File: src/rtl/z3_pkg.sv
// z3_pkg: definitions shared by the Zorro III bus blocks.
//   z3_state_e   - master cycle sequencer states
//   SIZ_*        - NCR transfer-size encodings
//   DS_*         - DS_n bit index of each byte lane (DS_n[3] = D31:24, offset 0)
//   siz_bytes()  - byte count of a size encoding (00 means four bytes)
package z3_pkg;

    typedef enum logic [2:0] {
        IDLE,
        ADDR,
        DATA,
        ACK,
        ERR,
        RECOV
    } z3_state_e;

    localparam logic [1:0] SIZ_LONG  = 2'b00;
    localparam logic [1:0] SIZ_BYTE  = 2'b01;
    localparam logic [1:0] SIZ_WORD  = 2'b10;
    localparam logic [1:0] SIZ_3BYTE = 2'b11;

    localparam int DS_D31_24 = 3;
    localparam int DS_D23_16 = 2;
    localparam int DS_D15_8  = 1;
    localparam int DS_D7_0   = 0;

    function automatic logic [2:0] siz_bytes(input logic [1:0] siz);
        return (siz == SIZ_LONG) ? 3'd4 : {1'b0, siz};
    endfunction

endpackage

File: src/rtl/z3_lane_decode.sv
// z3_lane_decode: byte-lane strobe mask for a Zorro III transfer (combinational).
//   msiz    in  2  transfer size (00 long, 01 byte, 10 word, 11 three-byte)
//   maddr   in  2  A[1:0] of the transfer
//   ds_mask out 4  active-low lane strobes; offset k drives bit 3-k
// Lanes run from maddr upward and are clipped at offset 3, so a misaligned
// long only strobes the lanes that fit in the addressed longword.
module z3_lane_decode
    import z3_pkg::*;
(
    input  logic [1:0] msiz,
    input  logic [1:0] maddr,
    output logic [3:0] ds_mask
);

    logic [2:0] first;
    logic [2:0] last;

    assign first = {1'b0, maddr};
    assign last  = first + siz_bytes(msiz) - 3'd1;

    always_comb begin
        ds_mask = 4'hF;
        for (int k = 0; k < 4; k++) begin
            if (3'(k) >= first && 3'(k) <= last)
                ds_mask[3-k] = 1'b0;
        end
    end

endmodule

File: src/rtl/z3_master_cycle.sv
// z3_master_cycle: Zorro III bus-master cycle sequencer.
// Converts each NCR DMA request into one Zorro III cycle while the bus is
// granted, and returns a one-cycle mack or mberr to the NCR side.
//   CLK, IORST_n          clock, async active-low reset
//   BMASTER               bus grant
//   mreq/mread/msiz/maddr NCR request and its attributes
//   DTACK_n, BERR_n       asynchronous slave responses
//   FCS_n, READ, DOE, DS_n  Zorro cycle outputs
//   d_le, mack, mberr     one-cycle results to the NCR side
//   timeout               sticky timeout flag, busy = not IDLE
// Build option: define Z3M_TIMEOUT_EN to build the DATA-state timeout timer;
// otherwise DATA waits indefinitely and timeout is tied low.
module z3_master_cycle
    import z3_pkg::*;
#(
    parameter int ADDR_SETUP     = 1,
    parameter int TIMEOUT_CYCLES = 255
) (
    input  logic       CLK,
    input  logic       IORST_n,
    input  logic       BMASTER,
    input  logic       mreq,
    input  logic       mread,
    input  logic [1:0] msiz,
    input  logic [1:0] maddr,
    input  logic       DTACK_n,
    input  logic       BERR_n,
    output logic       FCS_n,
    output logic       READ,
    output logic       DOE,
    output logic [3:0] DS_n,
    output logic       d_le,
    output logic       mack,
    output logic       mberr,
    output logic       timeout,
    output logic       busy
);

    z3_state_e  state, nstate;
    logic       dt_meta, dt_s, be_meta, be_s;
    logic [1:0] siz_q, addr_q;
    logic [2:0] setup_cnt;
    logic [3:0] mask;
    logic       tmo_hit;
    logic       tmo_err;
    logic       accept;

    z3_lane_decode u_lane (
        .msiz    (siz_q),
        .maddr   (addr_q),
        .ds_mask (mask)
    );

    always_ff @(posedge CLK or negedge IORST_n) begin
        if (!IORST_n) begin
            dt_meta <= 1'b1;
            dt_s    <= 1'b1;
            be_meta <= 1'b1;
            be_s    <= 1'b1;
        end else begin
            dt_meta <= DTACK_n;
            dt_s    <= dt_meta;
            be_meta <= BERR_n;
            be_s    <= be_meta;
        end
    end

`ifdef Z3M_TIMEOUT_EN
    localparam int TW = $clog2(TIMEOUT_CYCLES + 1);
    logic [TW-1:0] timer;
    logic          timeout_q;

    // Timer holds the number of completed DATA cycles; it is zero on DATA entry.
    always_ff @(posedge CLK or negedge IORST_n) begin
        if (!IORST_n)
            timer <= '0;
        else if (state != DATA)
            timer <= '0;
        else if (timer != '1)
            timer <= timer + 1'b1;
    end

    assign tmo_hit = (timer == TW'(TIMEOUT_CYCLES - 1));

    always_ff @(posedge CLK or negedge IORST_n) begin
        if (!IORST_n)
            timeout_q <= 1'b0;
        else if (accept)
            timeout_q <= 1'b0;
        else if (tmo_err)
            timeout_q <= 1'b1;
    end

    assign timeout = timeout_q;
`else
    logic [9:0] unused_tmo_cfg;
    assign unused_tmo_cfg = 10'(TIMEOUT_CYCLES);
    assign tmo_hit        = 1'b0;
    assign timeout        = 1'b0;
`endif

    assign accept = (state == IDLE) && mreq && BMASTER;

    always_comb begin
        nstate  = state;
        tmo_err = 1'b0;
        case (state)
            IDLE:  if (accept) nstate = ADDR;
            ADDR: begin
                if (!BMASTER)                               nstate = ERR;
                else if (setup_cnt == 3'(ADDR_SETUP - 1))   nstate = DATA;
            end
            DATA: begin
                // Grant loss first, then BERR over DTACK, then the timer.
                if (!BMASTER)     nstate = ERR;
                else if (!be_s)   nstate = ERR;
                else if (!dt_s)   nstate = ACK;
                else if (tmo_hit) begin
                    nstate  = ERR;
                    tmo_err = 1'b1;
                end
            end
            ACK, ERR: nstate = RECOV;
            RECOV: if (dt_s && be_s) nstate = IDLE;
            default: nstate = IDLE;
        endcase
    end

    always_ff @(posedge CLK or negedge IORST_n) begin
        if (!IORST_n) begin
            state     <= IDLE;
            setup_cnt <= '0;
            siz_q     <= SIZ_LONG;
            addr_q    <= 2'b00;
        end else begin
            state     <= nstate;
            setup_cnt <= (state == ADDR) ? setup_cnt + 3'd1 : 3'd0;
            if (accept) begin
                siz_q  <= msiz;
                addr_q <= maddr;
            end
        end
    end

    // Outputs are registered from the next state so they line up with it.
    always_ff @(posedge CLK or negedge IORST_n) begin
        if (!IORST_n) begin
            FCS_n <= 1'b1;
            READ  <= 1'b1;
            DOE   <= 1'b0;
            DS_n  <= 4'hF;
            d_le  <= 1'b0;
            mack  <= 1'b0;
            mberr <= 1'b0;
            busy  <= 1'b0;
        end else begin
            FCS_n <= !(nstate inside {ADDR, DATA, ACK, ERR});
            DOE   <= nstate inside {DATA, ACK, ERR};
            DS_n  <= (nstate inside {DATA, ACK, ERR}) ? mask : 4'hF;
            d_le  <= (nstate == ACK) && READ;
            mack  <= (nstate == ACK);
            mberr <= (nstate == ERR);
            busy  <= (nstate != IDLE);
            if (accept)
                READ <= mread;
        end
    end

endmodule

File: config.mk
export PLATFORM = sky130hd
export DESIGN_NAME = z3_master_cycle
export DESIGN_NICKNAME = d
export VERILOG_FILES = /design/src/rtl/z3_pkg.sv /design/src/rtl/z3_lane_decode.sv /design/src/rtl/z3_master_cycle.sv
export SDC_FILE = /design/constraint.sdc
export NUM_CORES = 1
export LEC_CHECK = 0
export ABC_AREA = 0
export CAP_MARGIN = 20
export CORE_UTILIZATION = 60
export CTS_BUF_LIST = sky130_fd_sc_hd__clkbuf_2 sky130_fd_sc_hd__clkbuf_4 sky130_fd_sc_hd__clkbuf_8
export DETAILED_ROUTE_END_ITERATION = 7
export DONT_BUFFER_PORTS = 1
export PLACE_DENSITY_LB_ADDON = 0.05
export SETUP_SLACK_MARGIN = 0.4
export SYNTH_ARGS = -nofsm -noshare
export SYNTH_HDL_FRONTEND = slang
export SYNTH_SLANG_ARGS = --single-unit
File: constraint.sdc
create_clock -name CLK -period 2.05 [get_ports CLK]
set_input_delay 0.205 -clock CLK [delete_from_list [all_inputs] [get_ports CLK]]
set_output_delay 0.205 -clock CLK [all_outputs]
set_load 0.005 [all_outputs]
# Yosys cells after proc, flatten, opt, wreduce, memory -nomap -nowiden
# Index checks and enable logic that the tools add are counted.
# op_classes
reduce_logical	16
n_lt_le_gt_ge	8
eq_ne	9
n_addsub	3
mux	15
# op_table
cell	n
2-to-1 mux 3 bit	9
case mux 3 bit (5 select lines)	1
== test 3 x 2 -> 1 bit, second input constant	4
== test 3 bit, second input constant	3
logical AND 1 bit	8
== test 3 x 1 -> 1 bit, second input constant	2
less-or-equal comparator 1 x 3 -> 1 bit, first input constant	2
less-or-equal comparator 2 x 3 -> 1 bit, first input constant	2
logical NOT 3 bit	2
nonzero test 3 bit	2
>= comparator 1 x 2 -> 1 bit, first input constant	2
>= comparator 2 bit, first input constant	2
2-to-1 mux 1 bit	4
2-to-1 mux 4 bit	1
nonzero test 4 bit	1
adder 2 x 3 -> 3 bit	1
adder 3 x 1 -> 3 bit, second input constant	1
subtractor 3 x 1 -> 3 bit, second input constant	1
logical NOT 2 bit	1
OR reduction 2 bit	1
logical NOT 1 bit	1
# word_totals
reg_bits	25
in_bits	11

# Depth between registers and ports, before layout
# logic_depth
word_depth	8
ltp_mapped	8
depth_no_buf	8

# Cells and area by module
# Synthesis repeated with hierarchy kept, for this count alone.
# hier_totals
cells_unflattened	90
area_unflattened_um2	1143.6
# by_module_without_submodules
mod	cells_each	n_inst	area_per_inst_um2	seq_area_each_um2
z3_master_cycle	73	1	1031.0	638.1
z3_lane_decode	17	1	112.6	0.0

# Worst setup path after synthesis
# OpenSTA, ideal clock, no wires.
# synth_timing
path_kind	register to register
startpoint	register addr_q[1]
endpoint	register DS_n[2]
setup_ps	111
arrival_ps	1392
path_buffers	0
path_slack_ps	547
path_stages_with_launch	8
path_cell_list	dfrtp_1 -> inv_1 -> ha_1 -> inv_1 -> ha_1 -> xnor2_1 -> xnor2_1 -> o311ai_0
# synth_between
elab_chain_len	6
# synth_rtl
element	line	rtl
start: declaration	z3_master_cycle.sv:41	logic [1:0] siz_q, addr_q;
start signal: assignment	z3_master_cycle.sv:140	addr_q <= maddr;
adder 2 x 3 -> 3 bit	z3_lane_decode.sv:19	assign last = first + siz_bytes(msiz) - 3'd1;
subtractor 3 x 1 -> 3 bit	z3_lane_decode.sv:19	
less-or-equal comparator 1 x 3 -> 1 bit	z3_lane_decode.sv:24	if (3'(k) >= first && 3'(k) <= last)
logical AND 1 bit (*)	z3_lane_decode.sv:24	
2-to-1 mux 1 bit (*)	z3_lane_decode.sv:24	
2-to-1 mux 4 bit (*)	z3_master_cycle.sv:159	DS_n <= (nstate inside {DATA, ACK, ERR}) ? mask : 4'hF;
end signal: assignment	z3_master_cycle.sv:159	
end: declaration	z3_master_cycle.sv:31	output logic [3:0] DS_n,
# Mark *: on every way between the ends. The rest lies on a longest branch, timed or not.
# A chain may end at the register's enable or synchronous reset.

# Worst setup path after layout
# layout_timing
startpoint	register siz_q[1]
endpoint	register DS_n[2]
# layout_between
elab_chain_len	8
# layout_rtl
element	line	rtl
start: declaration	z3_master_cycle.sv:41	
start signal: assignment	z3_master_cycle.sv:139	siz_q <= msiz;
logical NOT 2 bit	z3_pkg.sv:28	return (siz == SIZ_LONG) ? 3'd4 : {1'b0, siz};
2-to-1 mux 3 bit (*)	z3_pkg.sv:28	
adder 2 x 3 -> 3 bit (*)	z3_lane_decode.sv:19	
subtractor 3 x 1 -> 3 bit (*)	z3_lane_decode.sv:19	
less-or-equal comparator 1 x 3 -> 1 bit (*)	z3_lane_decode.sv:24	
logical AND 1 bit (*)	z3_lane_decode.sv:24	
2-to-1 mux 1 bit (*)	z3_lane_decode.sv:24	
2-to-1 mux 4 bit (*)	z3_master_cycle.sv:159	
# Marks and branches as above.

==> results by group <==
Worst hold path
  • Hold Crit Depth: 2
  • Worst min path class: input port to flop
  • Hold Path Sink: addr_q[1]
  • Hold Startpoint: maddr[1]

Clock tree
  • Worst-case clock buffer depth: 2
  • CTS tree: yes
  • Clock Sinks: 25
  • H-tree Lvls: 1
  • Clock Latency Late Sink: about 0.33 ns
  • Root buffer cell: clkbuf_4
  • Clock transition at the registers of the reported paths: 0.14 ns
  • Total CTS buffers: 3

Pwr
  • Net Sw Power: just under 0.7 mW
  • Int Pwr: 1.107 mW
  • Pwr/cell area: around 1500 nW/um2
  • Flop pwr share: 0.441
  • Total power: roughly 1.8 mW
  • Clock share of power: 0.121
  • Switch share: 0.3835
  • VDD IR max: between 1000 and 1500 uV
  • Leak: 0.5349 nW
  • Comb pwr share: 0.438

Place
  • HPWL Detailed: 1.163 mm
  • IO buf count: 0
  • Gpl congestion: ~0.77
  • Placed cells: roughly 120

Global route
  • Grt ovf: 0
  • GRT Resource Usage Total: 0.2049
  • Largest net degree at the start of global routing: 26
  • Initial antenna violation count: 0
  • First-pass GRT wire length: around 2.8 mm
  • Vias in the first global route: just under 700

Route
  • Wirelength per Cell: between 10 and 15 um
  • DRT antenna net count: 0
  • Post-DR vias/cell: ~5.4
  • Drt total wl: around 1.7 mm
  • Initial drt markers: 12
  • Drt first pass iters: 3
  • Vias: 680
  • Post-route DRC: 0

Floorplanning
  • Chip Height: 44.35 um
  • Row cnt: 14
  • Starting Density: 0.6750
  • Total die area: 1967 um2
  • Chip width: approximately 44 um
  • Core area: between 1500 and 2000 um2
  • I/O pins: 23

Critical path
  • Worst setup SP type: flop
  • Worst reg2reg path startpoint: siz_q[1]
  • Reg2Reg Setup Slack: between 0.4 and 0.5 ns
  • Critical-path top delay cell: dfrtp_1
  • Reg2reg end: DS_n[2]
  • Worst r2r path cells: 7
  • Data required time at the worst endpoint: approximately 2.3 ns
  • Worst path max stage delay: about 0.38 ns
  • Worst EP arrival: around 1.8 ns
  • Setup CP Type: flop to flop
  • Cells along the critical path: inv_1 > ha_1 > inv_1 > ha_2 > xnor2_2 > xnor2_2 > o311ai_2
  • Setup crit end kind: flop
  • Worst-path maximum fanout: 3

Finish
  • Fillers: 122
  • # nets final: between 100 and 150
  • Util after Layout: 0.7512
  • Antenna diode count: 0
  • Fraction of layout cells with a size suffix above 1: 0.2524
  • Synth-to-layout area growth: 11.28%
  • Area of the multi-input gates: 401.6 um2
  • Final non-filler cell total: 127
  • FF+latch area: about 640 um2

Synth
  • Synth warnings: 0
  • Main combinational cell family by area after synthesis: simple AND/OR/NAND/NOR gates
  • Simple-Gate Fraction of Synth Area: 0.1430
  • Number of flops mapped to enable cells by yosys: 0
  • Synth Area in XOR/XNOR: 0.03256
  • Post-synth top flop: dfrtp_1
  • Mapped Nets: between 100 and 150
  • Most numerous cell in the Yosys netlist: dfrtp_1
  • Top cell type's share of synthesized area: 0.3488
  • Async set-or-reset flop fraction in the synthesized netlist: 1.000
  • Post-Syn Area: 1076 um2
  • Synth area leader: dfrtp_1
  • Mux cell area share after synthesis: 0.01047
  • Synth unique cells: 30
  • Post-synthesis compound-gate area fraction: 0.1023
  • Synth Area in Adders: 0.05814
  • Avg Inst Size Synth: 11.21 um2
  • Register area share after synthesis: 0.5930
  • Post-Syn Instances: 96
  • Synth cell count leaders: dfrtp_1, dfstp_2, inv_1
  • Synth Register Bits: 25
  • Largest cells by area after synthesis: dfrtp_1, dfstp_2, ha_1

Timing
  • Relative slew slack: 0.6383
  • Hold Vio Cnt, Final: 0
  • Final Cycle Share: 0.7782
  • Final Skew: between 0.01 and 0.015 ns
  • Crit path time final: approximately 1.6 ns
  • Fin Setup TNS: 0 ns
  • RSZ-0062 raised after global routing: yes
  • Slew Limit Fails: 0
  • Hold Slack: between 0.0007 and 0.0008 ns
  • Max Clk Rate: about 0.63 GHz
  • Setup Viol. Count Final: 0
  • Slew at the pin with the worst max-slew slack: ~0.54 ns

Job
  • Max-Cap Viols: 0

Status
  • Outcome: complete, no violations
## stage by stage
stage          area [um2]  worst slack, ns
3_5_place_dp         1082           0.3834
2_1_floorplan        1076           0.5473
4_1_cts              1140           0.4388
3_3_place_gp         1082           0.5083
5_1_grt              1197           0.3815
6_report             1197           0.4548
## how the worst max path moves through the flow
stage,start,endpoint,slack [ns],depth (start not counted)
floorplan,addr_q[1],DS_n[2],0.55,7
global placement,addr_q[1],DS_n[2],0.51,7
detailed placement,addr_q[1],DS_n[2],0.38,7
CTS,addr_q[1],DS_n[2],0.44,7
global route,addr_q[1],DS_n[2],0.38,7
finish,siz_q[1],DS_n[2],0.45,7
## worst max-delay path, delay by kind of cell, from the launching register on
kind            cells  cell delay, ns
fa+ha+maj           2            0.46
compound gates      1            0.27
buf+inv             2            0.11
flops               1            0.38
xor+xnor            2            0.31
## cell type report
| class | instances | share of cell area |
|---|---|---|
| Multi-Input combinational cell | 58 | 0.3354 |
| Inverter | 10 | 0.03135 |
| Tap cell | 24 | 0.02508 |
| Timing Repair Buffer | 6 | 0.05225 |
| Sequential cell | 25 | 0.5329 |
| Clock inverter | 1 | 0.004180 |
| Clock buffer | 3 | 0.01881 |
## registers in the layout (all words and copies together) (netlist names)
name,count
dt_meta,1
DOE,1
siz_q,2
addr_q,2
dt_s,1
FCS_n,1
setup_cnt,3
busy,1
d_le,1
mack,1
READ,1
be_s,1
mberr,1
state,3
DS_n,4
be_meta,1
## per-layer routing
| layer | vias up | wire length, um | track usage |
|---|---|---|---|
| met4 | 0 | 41 | 0.09091 |
| met3 | 6 | 96 | 0.06122 |
| met5 | - | 0 | 0 |
| li1 | 324 | - | - |
| met2 | 22 | 816 | 0.3265 |
| met1 | 328 | 793 | 0.2589 |
## layout by cell type (no fill, tap or decap), types with 2 or more instances in the layout
master          n
o21ai_0         7
ha_1            4
nor2_1          7
a21oi_1         4
dlygate4sd3_1   4
nand2_1         9
dfstp_2        10
clkbuf_4        3
inv_1           9
xnor2_2         2
dfrtp_1        15
nand2b_1        3
nor2b_1         4
## kinds of logic (layout without fill, tap and decap cells)
| logic type | count (synthesis) | count (layout) |
|---|---|---|
| flops | 25 | 25 |
| fa+ha+maj | 5 | 5 |
| compound gates | 17 | 17 |
| buf+inv | 13 | 20 |
| mux | 1 | 1 |
| other cells | 1 | 1 |
| xor+xnor | 4 | 4 |
| simple gates | 30 | 30 |
## power by group through the flow
stage	Sequential [mW]	Clock, mW	Combinational [mW]
finish	0.792	0.217	0.786
CTS	0.789	0.216	0.651
detailed placement	0.800	0	0.625
floorplan	0.757	0	0.547
global placement	0.797	0	0.594
global route	0.819	0.241	0.876
## repair_timing
action                                 4_1_cts  5_1_grt
endpoints found under the hold margin       27        1
setup endpoints to repair                    1        2
pin swaps                                    0        3
setup buffers                                0        1
hold buffers                                 3        1
gates resized for setup                      1        5
Power figures use the tool's default switching activity.
